$ cat src/rtl/draw_pkg.sv
// rtl/draw_pkg.sv - shared mode/state types and default screen size for the draw engine
package draw_pkg;

  localparam int SCREEN_W_DEF = 160;
  localparam int SCREEN_H_DEF = 120;

  typedef enum logic [1:0] {
    FILL_ROM   = 2'd0,
    RECT_SOLID = 2'd1,
    RECT_ROM   = 2'd2,
    NOP        = 2'd3
  } draw_mode_t;

  typedef enum logic [1:0] {
    IDLE  = 2'd0,
    RUN   = 2'd1,
    DRAIN = 2'd2
  } draw_state_t;

endpackage

$ cat src/rtl/draw_cmd_if.sv
// rtl/draw_cmd_if.sv - command channel into the draw engine
interface draw_cmd_if import draw_pkg::*; #(
  parameter int XW = 8,
  parameter int YW = 7,
  parameter int CW = 3,
  parameter int DW = 6
);

  logic          cmd_valid;
  logic          cmd_ready;
  draw_mode_t    cmd_mode;
  logic [XW-1:0] cmd_x;
  logic [YW-1:0] cmd_y;
  logic [DW-1:0] cmd_w;
  logic [DW-1:0] cmd_h;
  logic [CW-1:0] cmd_color;

  modport master (
    output cmd_valid, cmd_mode, cmd_x, cmd_y, cmd_w, cmd_h, cmd_color,
    input  cmd_ready
  );

  modport slave (
    input  cmd_valid, cmd_mode, cmd_x, cmd_y, cmd_w, cmd_h, cmd_color,
    output cmd_ready
  );

endinterface

$ cat src/rtl/draw_raster_counter.sv
// rtl/draw_raster_counter.sv - row-major col/row scan with a linear address and last-pixel flag
module draw_raster_counter #(
  parameter int XW = 8,
  parameter int YW = 7,
  parameter int AW = 15
) (
  input  logic          clk,
  input  logic          reset,
  input  logic          en,
  input  logic [XW-1:0] w,
  input  logic [YW-1:0] h,
  output logic [XW-1:0] col,
  output logic [YW-1:0] row,
  output logic [AW-1:0] addr,
  output logic          last
);

  logic row_end;

  assign row_end = (col == w - XW'(1));
  assign last    = row_end && (row == h - YW'(1));

  // Wraps back to zero after the last pixel so the next command starts clean.
  always_ff @(posedge clk) begin
    if (reset) begin
      col  <= '0;
      row  <= '0;
      addr <= '0;
    end else if (en) begin
      if (last) begin
        col  <= '0;
        row  <= '0;
        addr <= '0;
      end else if (row_end) begin
        col  <= '0;
        row  <= row + YW'(1);
        addr <= addr + AW'(1);
      end else begin
        col  <= col + XW'(1);
        addr <= addr + AW'(1);
      end
    end
  end

endmodule

$ cat src/rtl/draw_engine.sv
// rtl/draw_engine.sv - command-driven pixel plotter: fill, solid rect and ROM sprite with clipping/key
module draw_engine import draw_pkg::*; #(
  parameter int             SCREEN_W  = SCREEN_W_DEF,
  parameter int             SCREEN_H  = SCREEN_H_DEF,
  parameter int             XW        = 8,
  parameter int             YW        = 7,
  parameter int             CW        = 3,
  parameter int             DW        = 6,
  parameter int             AW        = 15,
  parameter bit             KEY_EN    = 1'b1,
  parameter logic [CW-1:0]  KEY_COLOR = '0
) (
  input  logic          clk,
  input  logic          reset,
  draw_cmd_if.slave     cmd,
  output logic [AW-1:0] rom_addr,
  input  logic [CW-1:0] rom_data,
  output logic [XW-1:0] x,
  output logic [YW-1:0] y,
  output logic [CW-1:0] color,
  output logic          writeEn,
  output logic          busy,
  output logic          done
);

  localparam logic [XW:0] SW_LIM = (XW+1)'(SCREEN_W);
  localparam logic [YW:0] SH_LIM = (YW+1)'(SCREEN_H);

  draw_state_t   state;
  draw_mode_t    mode_l;
  draw_mode_t    s1_mode;
  logic [XW-1:0] org_x;
  logic [YW-1:0] org_y;
  logic [XW-1:0] w_l;
  logic [YW-1:0] h_l;
  logic [CW-1:0] color_l;
  logic          ready_q;
  logic          drain_cnt;
  logic [DW-1:0] w_in;
  logic [DW-1:0] h_in;
  logic          run;

  logic [XW-1:0] col;
  logic [YW-1:0] row;
  logic          last;
  logic [XW:0]   px;
  logic [YW:0]   py;

  logic          s1_valid;
  logic          s1_clip;
  logic [XW-1:0] s1_x;
  logic [YW-1:0] s1_y;
  logic          keyed;

  assign w_in          = cmd.cmd_w;
  assign h_in          = cmd.cmd_h;
  assign run           = (state == RUN);
  assign cmd.cmd_ready = ready_q;
  assign busy          = !ready_q;

  draw_raster_counter #(
    .XW (XW),
    .YW (YW),
    .AW (AW)
  ) u_raster (
    .clk   (clk),
    .reset (reset),
    .en    (run),
    .w     (w_l),
    .h     (h_l),
    .col   (col),
    .row   (row),
    .addr  (rom_addr),
    .last  (last)
  );

  // One extra bit so off-screen pixels compare as clipped instead of wrapping.
  assign px = {1'b0, org_x} + {1'b0, col};
  assign py = {1'b0, org_y} + {1'b0, row};

  always_ff @(posedge clk) begin
    if (reset) begin
      state     <= IDLE;
      ready_q   <= 1'b1;
      done      <= 1'b0;
      drain_cnt <= 1'b0;
      mode_l    <= NOP;
      org_x     <= '0;
      org_y     <= '0;
      w_l       <= '0;
      h_l       <= '0;
      color_l   <= '0;
    end else begin
      done <= 1'b0;
      case (state)
        IDLE: begin
          if (cmd.cmd_valid) begin
            ready_q   <= 1'b0;
            mode_l    <= cmd.cmd_mode;
            color_l   <= cmd.cmd_color;
            drain_cnt <= 1'b0;
            if (cmd.cmd_mode == FILL_ROM) begin
              org_x <= '0;
              org_y <= '0;
              w_l   <= XW'(SCREEN_W);
              h_l   <= YW'(SCREEN_H);
              state <= RUN;
            end else begin
              org_x <= cmd.cmd_x;
              org_y <= cmd.cmd_y;
              w_l   <= XW'(w_in);
              h_l   <= YW'(h_in);
              if (cmd.cmd_mode == NOP || w_in == '0 || h_in == '0)
                state <= DRAIN;
              else
                state <= RUN;
            end
          end
        end
        RUN: begin
          if (last) begin
            state     <= DRAIN;
            drain_cnt <= 1'b0;
          end
        end
        DRAIN: begin
          if (drain_cnt) begin
            state   <= IDLE;
            ready_q <= 1'b1;
            done    <= 1'b1;
          end else begin
            drain_cnt <= 1'b1;
          end
        end
        default: state <= IDLE;
      endcase
    end
  end

  // rom_data arrives one cycle after rom_addr, alongside stage-1 coordinates.
  assign keyed = KEY_EN && (s1_mode == RECT_ROM) && (rom_data == KEY_COLOR);

  always_ff @(posedge clk) begin
    if (reset) begin
      s1_valid <= 1'b0;
      s1_clip  <= 1'b0;
      s1_x     <= '0;
      s1_y     <= '0;
      s1_mode  <= NOP;
      writeEn  <= 1'b0;
      x        <= '0;
      y        <= '0;
      color    <= '0;
    end else begin
      s1_valid <= run;
      s1_clip  <= (px >= SW_LIM) || (py >= SH_LIM);
      s1_x     <= px[XW-1:0];
      s1_y     <= py[YW-1:0];
      s1_mode  <= mode_l;
      writeEn  <= s1_valid && !s1_clip && !keyed;
      x        <= s1_x;
      y        <= s1_y;
      color    <= (s1_mode == RECT_SOLID) ? color_l : rom_data;
    end
  end

endmodule

$ cat src/flat_wrapper.sv
// flat-port wrapper written by rule: the top's interface ports become plain ports
module draw_engine_flat import draw_pkg::*;
#(
  parameter int             SCREEN_W  = SCREEN_W_DEF,
  parameter int             SCREEN_H  = SCREEN_H_DEF,
  parameter int             XW        = 8,
  parameter int             YW        = 7,
  parameter int             CW        = 3,
  parameter int             DW        = 6,
  parameter int             AW        = 15,
  parameter bit             KEY_EN    = 1'b1,
  parameter logic [CW-1:0]  KEY_COLOR = '0
)
  (clk, reset, rom_addr, rom_data, x, y, color, writeEn, busy, done, cmd_cmd_valid, cmd_cmd_mode, cmd_cmd_x, cmd_cmd_y, cmd_cmd_w, cmd_cmd_h, cmd_cmd_color, cmd_cmd_ready);
  draw_cmd_if #(.XW(XW), .YW(YW), .CW(CW), .DW(DW)) cmd_i ();
  input  logic clk;
  input  logic reset;
  output logic [AW-1:0] rom_addr;
  input  logic [CW-1:0] rom_data;
  output logic [XW-1:0] x;
  output logic [YW-1:0] y;
  output logic [CW-1:0] color;
  output logic writeEn;
  output logic busy;
  output logic done;
  input wire logic [$bits(cmd_i.cmd_valid)-1:0] cmd_cmd_valid;
  input wire logic [$bits(cmd_i.cmd_mode)-1:0] cmd_cmd_mode;
  input wire logic [$bits(cmd_i.cmd_x)-1:0] cmd_cmd_x;
  input wire logic [$bits(cmd_i.cmd_y)-1:0] cmd_cmd_y;
  input wire logic [$bits(cmd_i.cmd_w)-1:0] cmd_cmd_w;
  input wire logic [$bits(cmd_i.cmd_h)-1:0] cmd_cmd_h;
  input wire logic [$bits(cmd_i.cmd_color)-1:0] cmd_cmd_color;
  output wire logic [$bits(cmd_i.cmd_ready)-1:0] cmd_cmd_ready;
  assign cmd_i.cmd_valid = cmd_cmd_valid;
  assign cmd_i.cmd_mode = cmd_cmd_mode;
  assign cmd_i.cmd_x = cmd_cmd_x;
  assign cmd_i.cmd_y = cmd_cmd_y;
  assign cmd_i.cmd_w = cmd_cmd_w;
  assign cmd_i.cmd_h = cmd_cmd_h;
  assign cmd_i.cmd_color = cmd_cmd_color;
  assign cmd_cmd_ready = cmd_i.cmd_ready;
  draw_engine #(.SCREEN_W(SCREEN_W), .SCREEN_H(SCREEN_H), .XW(XW), .YW(YW), .CW(CW), .DW(DW), .AW(AW), .KEY_EN(KEY_EN), .KEY_COLOR(KEY_COLOR)) u_core (.clk(clk), .reset(reset), .cmd(cmd_i), .rom_addr(rom_addr), .rom_data(rom_data), .x(x), .y(y), .color(color), .writeEn(writeEn), .busy(busy), .done(done));
endmodule
$ cat config.mk
export PLATFORM = sky130hd
export DESIGN_NAME = draw_engine_flat
export DESIGN_NICKNAME = d
export VERILOG_FILES = /design/src/rtl/draw_pkg.sv /design/src/rtl/draw_cmd_if.sv /design/src/rtl/draw_raster_counter.sv /design/src/rtl/draw_engine.sv /design/src/flat_wrapper.sv
export SDC_FILE = /design/constraint.sdc
export NUM_CORES = 1
export LEC_CHECK = 0
export ABC_AREA = 1
export ABC_CLOCK_PERIOD_IN_PS = 2800
export CORE_MARGIN = 10
export CORE_UTILIZATION = 55
export CTS_CLUSTER_SIZE = 10
export DETAILED_ROUTE_END_ITERATION = 8
export PLACE_DENSITY = 0.81
export REMOVE_ABC_BUFFERS = 1
export SLEW_MARGIN = 20
export SYNTH_ARGS = -nofsm -noshare
export SYNTH_HDL_FRONTEND = slang
export SYNTH_SLANG_ARGS = --single-unit
$ cat constraint.sdc
create_clock -name clk -period 2.8 [get_ports clk]
set_clock_uncertainty 0.05 [all_clocks]
set_input_delay 0.28 -clock clk [delete_from_list [all_inputs] [get_ports clk]]
set_output_delay 0.28 -clock clk [all_outputs]
set_load 0.01 [all_outputs]
# After elaboration in Yosys (flattened, before gate mapping)
# Cells that the tools add are included.
# totals
ff_bits,108
out_inout_bits,37
# op_classes
addsub,7
magnitude_cmp,2
n_eq_ne,10
muxes,22
bitwise_logic,1
reduce_logical,24
# ops
op,n
8-bit two-way mux,4
7-bit two-way mux,4
15-bit by 1-bit adder with 15-bit output (second input constant),1
15-bit two-way mux,1
6-bit logical NOT,2
2-bit two-way mux,5
8-bit by 8-bit adder with 9-bit output,1
9-bit by 8-bit >= comparator with 1-bit output (second input constant),1
3-bit AND reduction,3
7-bit by 7-bit adder with 8-bit output,1
8-bit by 1-bit adder with 8-bit output (second input constant),1
8-bit equality test,1
8-bit by 7-bit >= comparator with 1-bit output (second input constant),1
8-bit by 1-bit subtractor with 8-bit output (second input constant),1
7-bit by 1-bit adder with 7-bit output (second input constant),1
7-bit equality test,1
7-bit by 1-bit subtractor with 7-bit output (second input constant),1
2-bit equality test (second input constant),3
2-bit case mux with 3 select lines,1
2-bit by 1-bit equality test with 1-bit output (second input constant),2
1-bit logical AND,4
2-bit logical NOT,2
1-bit two-way mux,4
2-bit inequality test (second input constant),2
other kinds (12),18

# Longest topological paths before layout
# logic_depth
depth_word,7
ltp_mapped,15
depth_no_buf,15

# Hierarchy
# From an unflattened synthesis, not the netlist that was laid out.
# unflattened
hier_cells,721
hier_area_um2,5278.8
# modules_own_cells
module,n_inst,cells_per_inst,area_each_um2,seq_area_each_um2
draw_engine,1,395,3168.0,1521.5
draw_raster_counter,1,326,2110.8,600.6

# Worst setup path before layout
# No wires, ideal clock.
# synth_path
path_type,reg2reg
start,register u_core.w_l[0]
end,register u_core.u_raster.addr[7]
setup_ns,0.121
arrival_ns,1.807
required_ns,2.629
path_slack_ns,0.822
path_stages_with_launch,13
cell_sequence,dfxtp_1 -> inv_1 -> ha_1 -> xnor2_1 -> a21oi_1 -> nand3_2 -> nor2_4 -> nand4_4 -> nand2_4 -> nand2_4 -> inv_4 -> buf_12 -> nor2_4
# synth_via
elab_chain_cells,4
# synth_lines
item,line_no,text
start: declaration,draw_engine.sv:34,logic [XW-1:0] w_l;
start signal: assignment,draw_engine.sv:105,w_l <= XW'(SCREEN_W);
start signal: assignment,draw_engine.sv:111,w_l <= XW'(w_in);
8-bit by 1-bit subtractor with 8-bit output,draw_raster_counter.sv:20,assign row_end = (col == w - XW'(1));
8-bit equality test,draw_raster_counter.sv:20,
1-bit logical AND,draw_raster_counter.sv:21,assign last = row_end && (row == h - YW'(1));
15-bit two-way mux,draw_raster_counter.sv:30,if (last) begin
end signal: assignment,draw_raster_counter.sv:37,addr <= addr + AW'(1);
end signal: assignment,draw_raster_counter.sv:40,addr <= addr + AW'(1);
end: declaration,draw_raster_counter.sv:14,"output logic [AW-1:0] addr,"
# No other way between the ends.
# A chain may end at the register's enable or synchronous reset.

# Worst setup path in the final report
# layout_path
start,register u_core.w_l[0]
end,register u_core.u_raster.row[6]
# layout_via
elab_chain_cells,5
elab_cells_between_ends,6
# layout_lines
item,line_no,text
8-bit by 1-bit subtractor with 8-bit output (*),draw_raster_counter.sv:20,
8-bit equality test (*),draw_raster_counter.sv:20,
1-bit logical AND,draw_raster_counter.sv:21,
2-bit nonzero test (no source line),-,
2-bit AND reduction (no source line),-,
end signal: assignment,draw_raster_counter.sv:36,row <= row + YW'(1);
end: declaration,draw_raster_counter.sv:13,"output logic [YW-1:0] row,"
# Mark *: on every way between the ends. The rest lies on a longest branch, timed or not.

==> impl_results.md <==
* Area share of the largest cell type after synthesis at 41.0%
* Count of cell types in the netlist at between 40 and 50
* Drt via density at 5.23
* DR iter-0 viols at 280
* Die area at 13700 sq um
* Worst path max stage delay at between 0.3 and 0.4 ns
* H-tree depth at 3
* Seq cells post-synth at between 100 and 150
* Nets at ~820
* Layout area overhead at 19.4%
* Largest net degree at the start of global routing at 61
* Slowest cell on the critical path: dfxtp_1
* Average size of a mapped cell at about 7.5 sq um
* Port Buffer Count at 74
* Dominant cell by count in the synthesized netlist: nand2_1
* Via count at between 4000 and 5000
* Period utilization at between 80% and 90%
* CP Data Required Time at about 3.0 ns
* Die Y-Extent at about 120 um
* Total Routing Usage GR at ~18%
* Synth Cell Area at approximately 5200 sq um
* Vias in the first global route at 4494
* CTS sink cnt at 106
* Post-CTS Hold Buffers at 0
* Die Width at ~120 um
* Placed insts at 858
* Synth cell count leaders: 137 x nand2_1, 106 x dfxtp_1, 91 x inv_1
* Peak supply drop at between 0.3 and 0.4 mV
* Async S/R FF share, synth at 0%
* Setup violators final at 0
* Most used cell, CP: nand2_4
* Share of cells above drive strength 1 at 7.60%
* Mapped Cells at 686
* Setup TNS at 0 ns
* Adder-cell share of the synthesized area at about 5.6%
* Total Wirelength at between 10000 and 15000 um
* Routed WL per cell at about 14 um
* Slew HR at 45.0%
* Rows at 35
* XOR/XNOR Fraction of Synth Area at under 10%
* Worst path bufs/invs at 2
* Status: finished, final reports clean
* Crit Path Max Fanout at 13
* Post-synthesis mux area share at 0%
* Setup bufs post-CTS at 0
* Leakage at around 2.6 nW
* CTS tree: yes
* Path depth of the worst reg2reg path at 11
* Synth Area in Compound Gates at a little under a tenth
* CTS resizes at 0
* Initial Util at a little under three fifths
* Final ANT Viol Nets at 0
* CP Launch Type: flop
* Max-Cap Viols at 0
* Post-synthesis simple-gate area fraction at 29.8%
* CP endpoint kind: flop
* Largest family of logic cells by synthesized area: simple AND/OR/NAND/NOR gates
* CORE AREA at slightly above 9000 sq um
* Synthesis warning total at 0
* Crit path depth at 11
* PwrDens at about 560 nW/um^2
* Grt total ovfl at 0
* Root Buffer: clkbuf_8
* Num ports at between 70 and 80
* Hold-critical path depth at 1
* Worst skew pair latency at around 0.37 ns
* Slew @ Worst Pin at between 0.8 and 0.9 ns
* Post-synth EDFFs at 0
* Cell Count, Final, Fillers Out at between 800 and 900
* Worst Path Class, Setup: reg2reg
* Drt drc at 0
* Final hold viol count at 0
* Data arrival, critical path at 2.52 ns
* First-pass GRT wire length at 19900 um
* FMAX at between 400 and 500 MHz
* Ys flop type: dfxtp_1
* GPL Wtd Cong at just over 0.8
* Cell taking the most area after synthesis: dfxtp_1
* Sequential share of the synthesized area at approximately two fifths
* Worst hold path type: reg2reg
* Clock-pin slew on the worst setup and hold paths at roughly 0.090 ns
* Pre-antenna DRT Iters at 5
* Post-DP HPWL at 9010 um
* RSZ-0062 raised after global routing: no
* Min Tclk post-route at approximately 2.3 ns
* CTS Buf Count at 9
* # diodes at 0
* Critical Path, Cell by Cell: inv_1 -> ha_1 -> xnor2_1 -> a21oi_1 -> nand3_2 -> nor2_4 -> nand4_4 -> nand2_4 -> nand2_4 -> inv_4 -> nor2_1
* Pins Over Slew Limit at 0
* Synth area leaders: dfxtp_1 41%, nand2_1 9.9%, inv_1 6.6%
* CTS Buffer Depth at 2
* Cell family with most CP delay: simple AND/OR/NAND/NOR gates
* Initial antenna violation count at 0
-- power breakdown --
group | internal, W | switching (W)
Sequential | 0.00162 | 0.0000903
Combinational | 0.000321 | 0.000508
Clock | 0.000415 | 0.000498
Total | 0.00236 | 0.00110
-- area by class of cell --
type,count,area [sq um]
Clock buffer,12,135
Clock inverter,4,52.6
Fill cell,792,3020
Inverter,99,375
Multi-Input combinational cell,465,2600
Sequential cell,106,2120
Tap cell,111,139
Timing Repair Buffer,77,758
-- cells by family (layout without fill, tap and decap cells) --
group / after synthesis / in the layout
xor+xnor: 31 / 31
compound gates: 84 / 84
buf+inv: 115 / 192
simple gates: 328 / 328
flops: 106 / 106
fa+ha+maj: 22 / 22
-- registers in the layout, summed over array words and instances (netlist names), 2 cells and up --
| name | flops |
|---|---|
| u_core.color | 3 |
| u_core.color_l | 3 |
| u_core.h_l | 6 |
| u_core.mode_l | 2 |
| u_core.org_x | 8 |
| u_core.org_y | 7 |
| u_core.s1_mode | 2 |
| u_core.s1_x | 8 |
| u_core.s1_y | 7 |
| u_core.state | 2 |
| u_core.u_raster.addr | 15 |
| u_core.u_raster.col | 8 |
| u_core.u_raster.row | 7 |
| u_core.w_l | 7 |
| u_core.x | 8 |
| u_core.y | 7 |
-- per-stage QoR --
step / hold slack, ns / setup slack [ns] / instance area, sq um / power (W) / utilization (%)
after detailed placement: 0.337 / 0.470 / 5990 / 0.00257 / 65.1
final: 0.338 / 0.485 / 6180 / 0.00346 / 67.2
after global placement: 0.334 / 0.532 / 5990 / 0.00253 / 65.1
after floorplan: 0.297 / 0.534 / 5090 / 0.00229 / -
after CTS: 0.340 / 0.458 / 6180 / 0.00348 / 67.2
after global routing: 0.343 / 0.306 / 6180 / 0.00366 / 67.2
-- cells in the final DEF, fill, tap and decap left out, types with 5 or more instances in the layout --
master           instances
nor2_4                  15
nand2_2                  8
inv_2                    5
xor2_1                  21
clkbuf_8                 9
nand4_1                 10
xnor2_1                 10
nor3_1                   7
o21ai_0                 18
nor2_1                  84
clkdlybuf4s50_1         73
inv_1                   91
dfxtp_1                106
nand3_1                 49
nand2_1                137
o211ai_1                 5
ha_1                    20
a22oi_1                  9
a21oi_1                 40
-- path summary, 6_finish.rpt --
path,startpoint,endpoint,slack (ns)
setup / recovery,u_core.w_l[0]$_SDFFE_PP0P_,u_core.u_raster.row[6]$_SDFFE_PP0P_,0.49
hold / removal,u_core.s1_clip$_SDFF_PP0_,u_core.writeEn$_SDFF_PP0_,0.34
setup reg to reg,u_core.w_l[0]$_SDFFE_PP0P_,u_core.u_raster.row[6]$_SDFFE_PP0P_,0.49
hold reg to reg,u_core.s1_clip$_SDFF_PP0_,u_core.writeEn$_SDFF_PP0_,0.34
-- metal layers --
layer | vias up | track usage [%] | share of wire (%)
met1 | 2115 | 20.8 | 44
met4 | 0 | 6.26 | 1.4
li1 | 2328 | - | -
met5 | - | 0 | 0
met2 | 118 | 31.5 | 48
met3 | 13 | 3.67 | 5.9
(Power assumes the default switching activity.)
